--- src/rtl/sap_pkg.sv ---
// sap_pkg: shared constants for the SAP datapath -- control-word bit
// positions, opcodes and the bus-source priority decode.
package sap_pkg;

    localparam int CTRL_W = 15;

    // Control-word bit positions, {HLT ... J} from bit 14 down to bit 0
    localparam int HLT_B = 14;
    localparam int MI_B  = 13;
    localparam int RI_B  = 12;
    localparam int RO_B  = 11;
    localparam int IO_B  = 10;
    localparam int II_B  = 9;
    localparam int AI_B  = 8;
    localparam int AO_B  = 7;
    localparam int SO_B  = 6;
    localparam int SU_B  = 5;
    localparam int BI_B  = 4;
    localparam int OI_B  = 3;
    localparam int CE_B  = 2;
    localparam int CO_B  = 1;
    localparam int J_B   = 0;

    // Opcodes decoded by the controller from IR[7:4]
    localparam logic [3:0] OP_LDA = 4'd1;
    localparam logic [3:0] OP_ADD = 4'd2;
    localparam logic [3:0] OP_SUB = 4'd3;
    localparam logic [3:0] OP_JMP = 4'd4;
    localparam logic [3:0] OP_OUT = 4'd14;
    localparam logic [3:0] OP_HLT = 4'd15;

    typedef enum logic [2:0] {
        SRC_NONE,
        SRC_PC,
        SRC_RAM,
        SRC_IR,
        SRC_A,
        SRC_ALU
    } bus_src_e;

    // Winning bus driver: CO > RO > IO > AO > SO
    function automatic bus_src_e bus_sel(input logic [CTRL_W-1:0] cw);
        if (cw[CO_B])      return SRC_PC;
        else if (cw[RO_B]) return SRC_RAM;
        else if (cw[IO_B]) return SRC_IR;
        else if (cw[AO_B]) return SRC_A;
        else if (cw[SO_B]) return SRC_ALU;
        return SRC_NONE;
    endfunction

    // True when two or more bus drivers are asserted together
    function automatic logic bus_contention(input logic [CTRL_W-1:0] cw);
        logic [4:0] drv;
        drv = {cw[CO_B], cw[RO_B], cw[IO_B], cw[AO_B], cw[SO_B]};
        return (drv & (drv - 5'd1)) != 5'd0;
    endfunction

endpackage

--- src/rtl/sap_ram16x8.sv ---
// sap_ram16x8: 16x8 program/data RAM. Asynchronous read, synchronous
// write. While reset is held the program-load port owns the write side
// and the datapath write (RI) is ignored; contents survive reset.
module sap_ram16x8 #(
    parameter int DATA_W = 8,
    parameter int ADDR_W = 4
) (
    input  logic              clk,
    input  logic              i_reset,
    input  logic              i_prog_we,
    input  logic [ADDR_W-1:0] i_prog_addr,
    input  logic [DATA_W-1:0] i_prog_data,
    input  logic              i_we,
    input  logic [ADDR_W-1:0] i_addr,
    input  logic [DATA_W-1:0] i_wdata,
    output logic [DATA_W-1:0] o_rdata
);

    logic [DATA_W-1:0] r_mem [2**ADDR_W];

    // Write port: program loader during reset, datapath RI otherwise
    always_ff @(posedge clk) begin
        if (i_reset) begin
            if (i_prog_we) r_mem[i_prog_addr] <= i_prog_data;
        end else if (i_we) begin
            r_mem[i_addr] <= i_wdata;
        end
    end

    assign o_rdata = r_mem[i_addr];

endmodule

--- src/rtl/sap_datapath.sv ---
// sap_datapath: SAP-1 style single-bus datapath executing one 15-bit
// control word per rising edge. Optional carry/zero flags are built when
// the macro SAP_FLAGS_EN is defined.
module sap_datapath
    import sap_pkg::*;
#(
    parameter int DATA_W = 8,
    parameter int ADDR_W = 4
) (
    input  logic              clk,
    input  logic              reset,
    input  logic [CTRL_W-1:0] ctrl_wrd,
    input  logic              prog_we,
    input  logic [ADDR_W-1:0] prog_addr,
    input  logic [DATA_W-1:0] prog_data,
    output logic [3:0]        Instruction,
    output logic              enable,
    output logic [DATA_W-1:0] out_val,
    output logic [DATA_W-1:0] bus_dbg,
    output logic              bus_err
`ifdef SAP_FLAGS_EN
    ,output logic [1:0]       flags
`endif
);

    logic [ADDR_W-1:0] r_pc;
    logic [ADDR_W-1:0] r_mar;
    logic [DATA_W-1:0] r_ir;
    logic [DATA_W-1:0] r_a;
    logic [DATA_W-1:0] r_b;
    logic [DATA_W-1:0] r_out;
    logic              r_halted;
    logic              r_bus_err;
`ifdef SAP_FLAGS_EN
    logic [1:0]        r_flags;
    logic              w_carry;
`endif

    logic [DATA_W-1:0] w_bus;
    logic [DATA_W-1:0] w_alu;
    logic [DATA_W-1:0] w_ram_rd;
    logic [DATA_W-1:0] w_b_opnd;

    // Subtract is A + ~B + 1; the +1 rides in as the SU bit itself
    assign w_b_opnd = ctrl_wrd[SU_B] ? ~r_b : r_b;
`ifdef SAP_FLAGS_EN
    assign {w_carry, w_alu} = {1'b0, r_a} + {1'b0, w_b_opnd}
                            + {{DATA_W{1'b0}}, ctrl_wrd[SU_B]};
`else
    assign w_alu = r_a + w_b_opnd + {{(DATA_W-1){1'b0}}, ctrl_wrd[SU_B]};
`endif

    sap_ram16x8 #(.DATA_W(DATA_W), .ADDR_W(ADDR_W)) u_ram (
        .clk         (clk),
        .i_reset     (reset),
        .i_prog_we   (prog_we),
        .i_prog_addr (prog_addr),
        .i_prog_data (prog_data),
        .i_we        (ctrl_wrd[RI_B] & ~r_halted),
        .i_addr      (r_mar),
        .i_wdata     (w_bus),
        .o_rdata     (w_ram_rd)
    );

    // Shared bus: highest-priority driver wins, idle bus reads zero
    always_comb begin
        w_bus = '0;
        case (bus_sel(ctrl_wrd))
            SRC_PC:  w_bus = {{(DATA_W-ADDR_W){1'b0}}, r_pc};
            SRC_RAM: w_bus = w_ram_rd;
            SRC_IR:  w_bus = {{(DATA_W-ADDR_W){1'b0}}, r_ir[ADDR_W-1:0]};
            SRC_A:   w_bus = r_a;
            SRC_ALU: w_bus = w_alu;
            default: w_bus = '0;
        endcase
    end

    // Register loads; once halted nothing moves until reset
    always_ff @(posedge clk) begin
        if (reset) begin
            r_pc      <= '0;
            r_mar     <= '0;
            r_ir      <= '0;
            r_a       <= '0;
            r_b       <= '0;
            r_out     <= '0;
            r_halted  <= 1'b0;
            r_bus_err <= 1'b0;
`ifdef SAP_FLAGS_EN
            r_flags   <= 2'b00;
`endif
        end else if (!r_halted) begin
            if (ctrl_wrd[MI_B]) r_mar <= w_bus[ADDR_W-1:0];
            if (ctrl_wrd[II_B]) r_ir  <= w_bus;
            if (ctrl_wrd[AI_B]) r_a   <= w_bus;
            if (ctrl_wrd[BI_B]) r_b   <= w_bus;
            if (ctrl_wrd[OI_B]) r_out <= w_bus;
            if (ctrl_wrd[J_B])       r_pc <= w_bus[ADDR_W-1:0];
            else if (ctrl_wrd[CE_B]) r_pc <= r_pc + {{(ADDR_W-1){1'b0}}, 1'b1};
            if (ctrl_wrd[HLT_B])         r_halted  <= 1'b1;
            if (bus_contention(ctrl_wrd)) r_bus_err <= 1'b1;
`ifdef SAP_FLAGS_EN
            if (ctrl_wrd[SO_B]) r_flags <= {w_carry, (w_alu == '0)};
`endif
        end
    end

    assign Instruction = r_ir[DATA_W-1:DATA_W-4];
    assign enable      = ~r_halted;
    assign out_val     = r_out;
    assign bus_dbg     = w_bus;
    assign bus_err     = r_bus_err;
`ifdef SAP_FLAGS_EN
    assign flags       = r_flags;
`endif

endmodule

--- config.mk ---
export PLATFORM = sky130hd
export DESIGN_NAME = sap_datapath
export DESIGN_NICKNAME = d
export VERILOG_FILES = /design/src/rtl/sap_pkg.sv /design/src/rtl/sap_ram16x8.sv /design/src/rtl/sap_datapath.sv
export SDC_FILE = /design/constraint.sdc
export NUM_CORES = 1
export LEC_CHECK = 0
export BUFFER_PORTS_ARGS = -buffer_cell sky130_fd_sc_hd__buf_2
export CAP_MARGIN = 10
export CORE_UTILIZATION = 30
export CTS_CLUSTER_SIZE = 28
export DETAILED_ROUTE_END_ITERATION = 8
export GPL_ROUTABILITY_DRIVEN = 1
export PLACE_DENSITY = 0.47
export SLEW_MARGIN = 40
export SYNTH_ARGS = -nofsm -noshare
export SYNTH_HDL_FRONTEND = slang
export SYNTH_SLANG_ARGS = --single-unit
--- constraint.sdc ---
create_clock -name clk -period 3.17 [get_ports clk]
set_clock_uncertainty 0.1 [all_clocks]
set_input_delay 0.4755 -clock clk [delete_from_list [all_inputs] [get_ports clk]]
set_output_delay 0.4755 -clock clk [all_outputs]
set_load 0.005 [all_outputs]
==> results of run 1 <==
-- layout by cell type, fill, tap and decap left out, types with 4 or more instances in the layout --
master	n
nor3_1	5
nor2b_1	7
clkbuf_16	17
inv_1	14
buf_4	60
inv_6	4
ha_1	6
dfxtp_1	43
a21oi_1	41
buf_12	4
o21ai_0	48
nand2_1	30
a31oi_1	13
buf_2	49
mux2i_1	7
inv_8	4
nor2_2	10
nor2_1	19
nand2b_1	4
xor2_1	9
buf_6	8
nor4bb_1	4
edfxtp_1	128
mux4_2	34
a21oi_2	4
-- kinds of logic (layout without fill, tap and decap cells) --
group | after synthesis | count (layout) | share of synthesized area
compound gates | 139 | 139 | 0.1138
xor+xnor | 11 | 11 | 0.01302
fa+ha+maj | 9 | 9 | 0.01590
buf+inv | 46 | 172 | 0.02943
flops | 174 | 174 | 0.6440
mux | 44 | 44 | 0.1172
simple gates | 97 | 97 | 0.06663
-- flip-flops by register name (all words and copies together) (netlist names), named ones only --
register,count
bus_err,1
u_ram.r_mem,128
r_a,8
r_b,8
r_ir,8
r_halted,1
r_mar,4
out_val,8
r_pc,4
-- routing by layer --
layer  track usage  vias up
li1              -     2237
met1        0.2159     2472
met2        0.2705      129
met3       0.03282       24
met4       0.05245        0
met5             0        -
-- metrics by stage --
step,util,std cells
after floorplan,-,520
after global placement,0.3430,917
after detailed placement,0.3444,917
after CTS,0.3776,963
after global routing,0.3817,970
final,0.3817,970
-- timing repair --
item                       in CTS  in global routing
resized for setup              21                 12
setup endpoints to repair       7                  7
buffers inserted               12                  8
cloned                          2                  0
pin swaps                       7                  7
-- critical path: stages (launching register included) --
cell,delay (ns)
dfxtp_4,0.42
buf_12,0.13
mux4_2,0.49
mux4_2,0.51
and2_4,0.17
a221oi_4,0.22
buf_6,0.14
inv_2,0.03
buf_6,0.10
-- power by group through the flow --
stage / sequential [mW] / combinational [mW] / clock, mW
detailed placement: 2.63 / 0.663 / 0
CTS: 2.58 / 0.734 / 2.07
finish: 2.58 / 0.757 / 2.03
floorplan: 2.61 / 0.406 / 0
global route: 2.59 / 0.820 / 2.16
global placement: 2.63 / 0.646 / 0
-- how the worst min path moves through the flow --
stage / start / to / slack (ns) / cells after the start
6_report: ctrl_wrd[14] / r_halted / 0.17 / 3
5_1_grt: ctrl_wrd[14] / r_halted / 0.19 / 3
4_1_cts: ctrl_wrd[14] / r_halted / 0.15 / 3
3_5_place_dp: bus_err / bus_err / 0.36 / 2
3_3_place_gp: bus_err / bus_err / 0.36 / 2
2_1_floorplan: bus_err / bus_err / 0.36 / 2
-- area by class of cell --
class / instances / share of cell area
Clock inverter: 15 / 0.01568
Multi-Input combinational cell: 300 / 0.2725
Clock buffer: 17 / 0.04596
Timing Repair Buffer: 123 / 0.09949
Tap cell: 324 / 0.04380
Sequential cell: 174 / 0.5157
Inverter: 17 / 0.006894
==> flow_summary.yaml, run 1 <==
outcome:
  status: "finished, violations left"
  violations: "negative setup slack"
finish:
  final_area_sq_um: 9256
  diodes: 0
  area_growth_pct: 25.11
  multiInputGateArea_sq_um: 2522
  seqCellArea_sq_um: 4773
  nets: 671
  drive_gt1_frac: 0.3591
  fill_cells: 2304
placed_design:
  dpl-instance-area_sq_um: 8351
  hpwlAfterDp_mm: 13.52
  pre_cts_slack_ns: -0.05868
  io_buffers: 51
  gp_congestion: 0.8283
timing:
  fmax_mhz: 311.5
  rsz0062_at_grt: "true"
  hold_ws_ns: 0.1673
  slew-limit-headroom: 0.4755
  finalWorstSetupSlack_ns: -0.04018
  hold_viol: 0
  finalCritPeriodShare: 1.013
  finalCriticalPeriod_ns: 3.210
  tns_ns: -0.04672
  worstMarginPinSlew_ns: 0.7859
  drv_slew: 0
  finalSetupViolations: 2
power_and_ir_drop:
  pwr-share-comb: 0.141
  p_int_mw: 3.926
  powerDensity_nw_per_um2: 580.3
  p_sw_frac: 0.2693
  p_leak_nw: 3.283
  pwr-share-clk: 0.379
  irDropWorstVdd_mv: 0.3085
  totalPowerFinal_mw: 5.372
  switchingPower_mw: 1.446
  seqPwrFrac: 0.480
logic_synthesis:
  syn-num-nets: 558
  yosysUniqueCellTypes: 59
  yosysWarnings: 0
  ys_ff_latch: 174
  synth_edf_count: 128
  synthTopCellsByCount: "128 x edfxtp_1, 49 x o21ai_0, 46 x dfxtp_1, 44 x a21oi_1, 34 x mux4_2"
  synthArstFlopShare: 0
  synth.cell_area_sq_um: 7398
  synth_area_per_cell_sq_um: 14.23
  yosys.area.top_type: "edfxtp_1"
  ys.flop_type: "edfxtp_1"
  synthTopCellsByArea: "edfxtp_1 52%, dfxtp_1 12%, mux4_2 10%"
  syn-instance-count: 520
  yosysMostFrequentCell: "edfxtp_1"
  seq_area_frac_synth: 0.6440
  synth_top_area_frac: 0.5195
global_routing:
  overflow: 0
  antenna_found_initial: 1
  grt_pass1_wl_mm: 30.43
  grt_use_total: 0.1637
  grt_pass1_vias: 4866
  grt_max_degree: 37
floorplanning:
  die_y_um: 159.0
  core_region_area_sq_um: 24250
  die_area_sq_um: 25290
  chipWidth_um: 159.0
  initial_utilization: 0.3051
  fp-row-count: 57
  num_io_pins: 52
worst_setup_path:
  rrSetupSlack_ns: 0.23
  crit_fanout: 6
  required_ns: 2.59
  path_class: "flop to output port"
  r2r_cells: 12
  start_kind: "flop"
  critPathCapture: "bus_dbg[5]"
  reg2reg_to: "u_ram.r_mem[7][6]"
  worstReg2RegStart: "r_b[0]"
  cp.arrival_ns: 2.63
  worst_setup_path_end_kind: "output port"
drt:
  drtIter0Drc: 322
  drc_errors: 0
  wl_met2_mm: 9.939
  wl_met3_um: 759
  totalWireLength_mm: 20.16
  drt_first_pass_iters: 4
  wl_per_cell_um: 20.79
  highest_layer: "met4"
  final_antenna_net_count: 0
  via_count: 4862
  via_per_inst: 5.012
  met1_length_mm: 9.110
clocking:
  clockBufferDepth: 2
  cts_tree: "done"
  clk_latency_ns: 0.43
  cts_buffers: 17
  hold_buffers: 0
  cts-htree-levels: 4
  clock_sinks: 174
  path_clk_slew_ns: 0.07
  cts_root_buffer: "clkbuf_16"
min_path:
  hold_path_class: "input port to flop"
job:
  cap_violations: 0
(Power assumes the default switching activity.)
==> run 2: changes to the inputs <==
--- a/config.mk
+++ b/config.mk
@@ -12,6 +12,7 @@
 export DETAILED_ROUTE_END_ITERATION = 8
 export GPL_ROUTABILITY_DRIVEN = 1
 export PLACE_DENSITY = 0.47
+export SETUP_SLACK_MARGIN = 0.2
 export SLEW_MARGIN = 40
 export SYNTH_ARGS = -nofsm -noshare
 export SYNTH_HDL_FRONTEND = slang
==> run 2 against run 1 <==
Fmax grew 0.81%. Critical path type unchanged. Highest routed layer unchanged. Die area is the same. Combinational power grew 12%. Count of clock-buffer cells in the layout grew 2. Sequential share of layout area shrank 1.5 points. The flow still finishes with violations (negative setup slack). Largest power group unchanged. Critical path depth is the same. Via count grew 0.49%. Routed wire length shrank 1.0%. Core utilization grew 1.2 points.
==> flow_summary.yaml, run 2 (synthesis gave the netlist of run 1 again) <==
outcome:
  status: "finished, violations left"
  violations: "negative setup slack"
worst_setup_path:
  cpMaxStageDelayCell: "mux4_2"
  reg2reg_to: "u_ram.r_mem[6][3]"
  path_class: "flop to output port"
  r2r_cells: 12
  required_ns: 2.59
  critical-path-max-stage-delay_ns: 0.51
  crit_chain: "buf_12 > mux4_2 > mux4_2 > and2_4 > a221oi_4 > buf_6 > inv_2 > buf_6"
  worst_setup_path_end_kind: "output port"
  rrSetupSlack_ns: 0.33
  start_kind: "flop"
  crit_fanout: 6
  cp.arrival_ns: 2.61
global_routing:
  overflow: 0
  grt_max_degree: 33
  antenna_found_initial: 0
  grt_pass1_wl_mm: 29.90
  grt_use_total: 0.1591
  grt_pass1_vias: 4896
drt:
  via_count: 4886
  drt_first_pass_iters: 5
  drtIter0Drc: 281
  via_per_inst: 4.925
  final_antenna_net_count: 0
  wl_per_cell_um: 20.11
  totalWireLength_mm: 19.95
  drc_errors: 0
timing:
  hold_viol: 0
  worstMarginPinSlew_ns: 0.6316
  finalWorstSetupSlack_ns: -0.01431
  slew-limit-headroom: 0.5745
  finalCritPeriodShare: 1.005
  finalSetupViolations: 2
  finalCriticalPeriod_ns: 3.184
  drv_slew: 0
  rsz0062_at_grt: "true"
  fmax_mhz: 314.0
floorplanning:
  initial_utilization: 0.3051
  die_area_sq_um: 25290
  die_y_um: 159.0
  chipWidth_um: 159.0
  fp-row-count: 57
  num_io_pins: 52
  core_region_area_sq_um: 24250
placed_design:
  io_buffers: 51
  hpwlAfterDp_mm: 13.57
  dpl-instance-area_sq_um: 8398
  dp.cells: 916
  gp_congestion: 0.8148
finish:
  nets: 693
  diodes: 0
  final_cell_mix: "128 x edfxtp_1, 76 x buf_4, 47 x o21ai_0"
  layoutNonFillerInstCount: 992
  largest_register_ffs: 128
  final_area_sq_um: 9543
  layout_commonest_cell: "edfxtp_1"
  drive_gt1_frac: 0.3922
  regMostFlops: "u_ram.r_mem"
  area_growth_pct: 28.99
  fill_cells: 2291
power_and_ir_drop:
  p_leak_nw: 3.407
  powerDensity_nw_per_um2: 562.3
  irDropWorstVdd_mv: 0.2639
clocking:
  path_clk_slew_ns: 0.07
  cts-htree-levels: 4
  clockBufferDepth: 2
  clk_latency_ns: 0.43
  cts_buffers: 17
  clock_sinks: 174
  cts_tree: "done"
  hold_buffers: 0
  cts_root_buffer: "clkbuf_16"
min_path:
  holdPathStages: 3
  min_to: "r_halted"
  hold_start: "ctrl_wrd[14]"
  hold_path_class: "input port to flop"
job:
  cap_violations: 0
[run 2: changes by cell type in the layout (fill, tap and decap cells not counted), moves of 3 or more]
cell,before,now
buf_2,49,46
inv_2,3,7
buf_4,60,76
buf_6,8,13
clkinv_4,0,5
nand2_2,0,3
inv_6,4,1
inv_1,14,10
nand2_1,30,27
[run 2: worst max path at each step]
stage	endpoint	startpoint	cells after the start	slack, ns
after global routing	bus_dbg[6]	r_b[0]	10	-0.11
after CTS	bus_dbg[6]	r_b[0]	10	-0.06
after global placement	u_ram.r_mem[12][4]	ctrl_wrd[5]	9	-0.03
final	bus_dbg[5]	flop	8	-0.01
after detailed placement	bus_dbg[6]	ctrl_wrd[5]	11	-0.002
after floorplan	u_ram.r_mem[0][1]	ctrl_wrd[11]	6	0.22
[run 2: metal layers]
metal,share of wire,vias up,wire [um],global-route usage
met1,0.45,2470,8968,0.2058
li1,-,2285,-,-
met2,0.49,109,9829,0.2665
met5,0,-,0,0
met3,0.045,22,891,0.03282
met4,0.013,0,264,0.05157
[run 2: layout make-up]
| type | instances | area (sq um) | area share |
|---|---|---|---|
| Inverter | 17 | 63.81 | 0.006687 |
| Timing Repair Buffer | 145 | 1160 | 0.1215 |
| Sequential cell | 174 | 4773 | 0.5002 |
| Tap cell | 324 | 405.4 | 0.04248 |
| Multi-Input combinational cell | 300 | 2596 | 0.2721 |
| Clock inverter | 13 | 111.4 | 0.01167 |
| Clock buffer | 19 | 432.9 | 0.04537 |
[run 2: metrics by stage]
stage | util | hold slack [ns] | TNS (ns) | total power [mW] | setup slack [ns]
floorplan | - | 0.3605 | 0 | 3.024 | 0.2249
global placement | 0.3450 | 0.3592 | -0.4377 | 3.298 | -0.02817
detailed placement | 0.3463 | 0.3810 | -0.001698 | 3.312 | -0.001698
CTS | 0.3783 | 0.1521 | -0.1061 | 5.305 | -0.05814
global route | 0.3936 | 0.1761 | -0.4021 | 5.563 | -0.1095
finish | 0.3936 | 0.1693 | -0.01847 | 5.366 | -0.01431
[run 2: worst max-delay path: cells and delay by family (launching register included)]
kind            cells  cell delay, ns
buf+inv             4            0.42
simple gates        1            0.16
mux                 2            1.00
compound gates      1            0.20
flops               1            0.40
[run 2: power by group]
group | switching, mW | internal [mW]
combinational | 0.438 | 0.408
sequential | 0.0491 | 2.53
clock | 0.917 | 1.02
[run 2: repair_timing]
item	in CTS	in global routing
buffers inserted	20	22
resized for setup	25	27
setup endpoints to repair	24	40
cloned	0	2
hold endpoints to repair	0	0
pin swaps	11	11
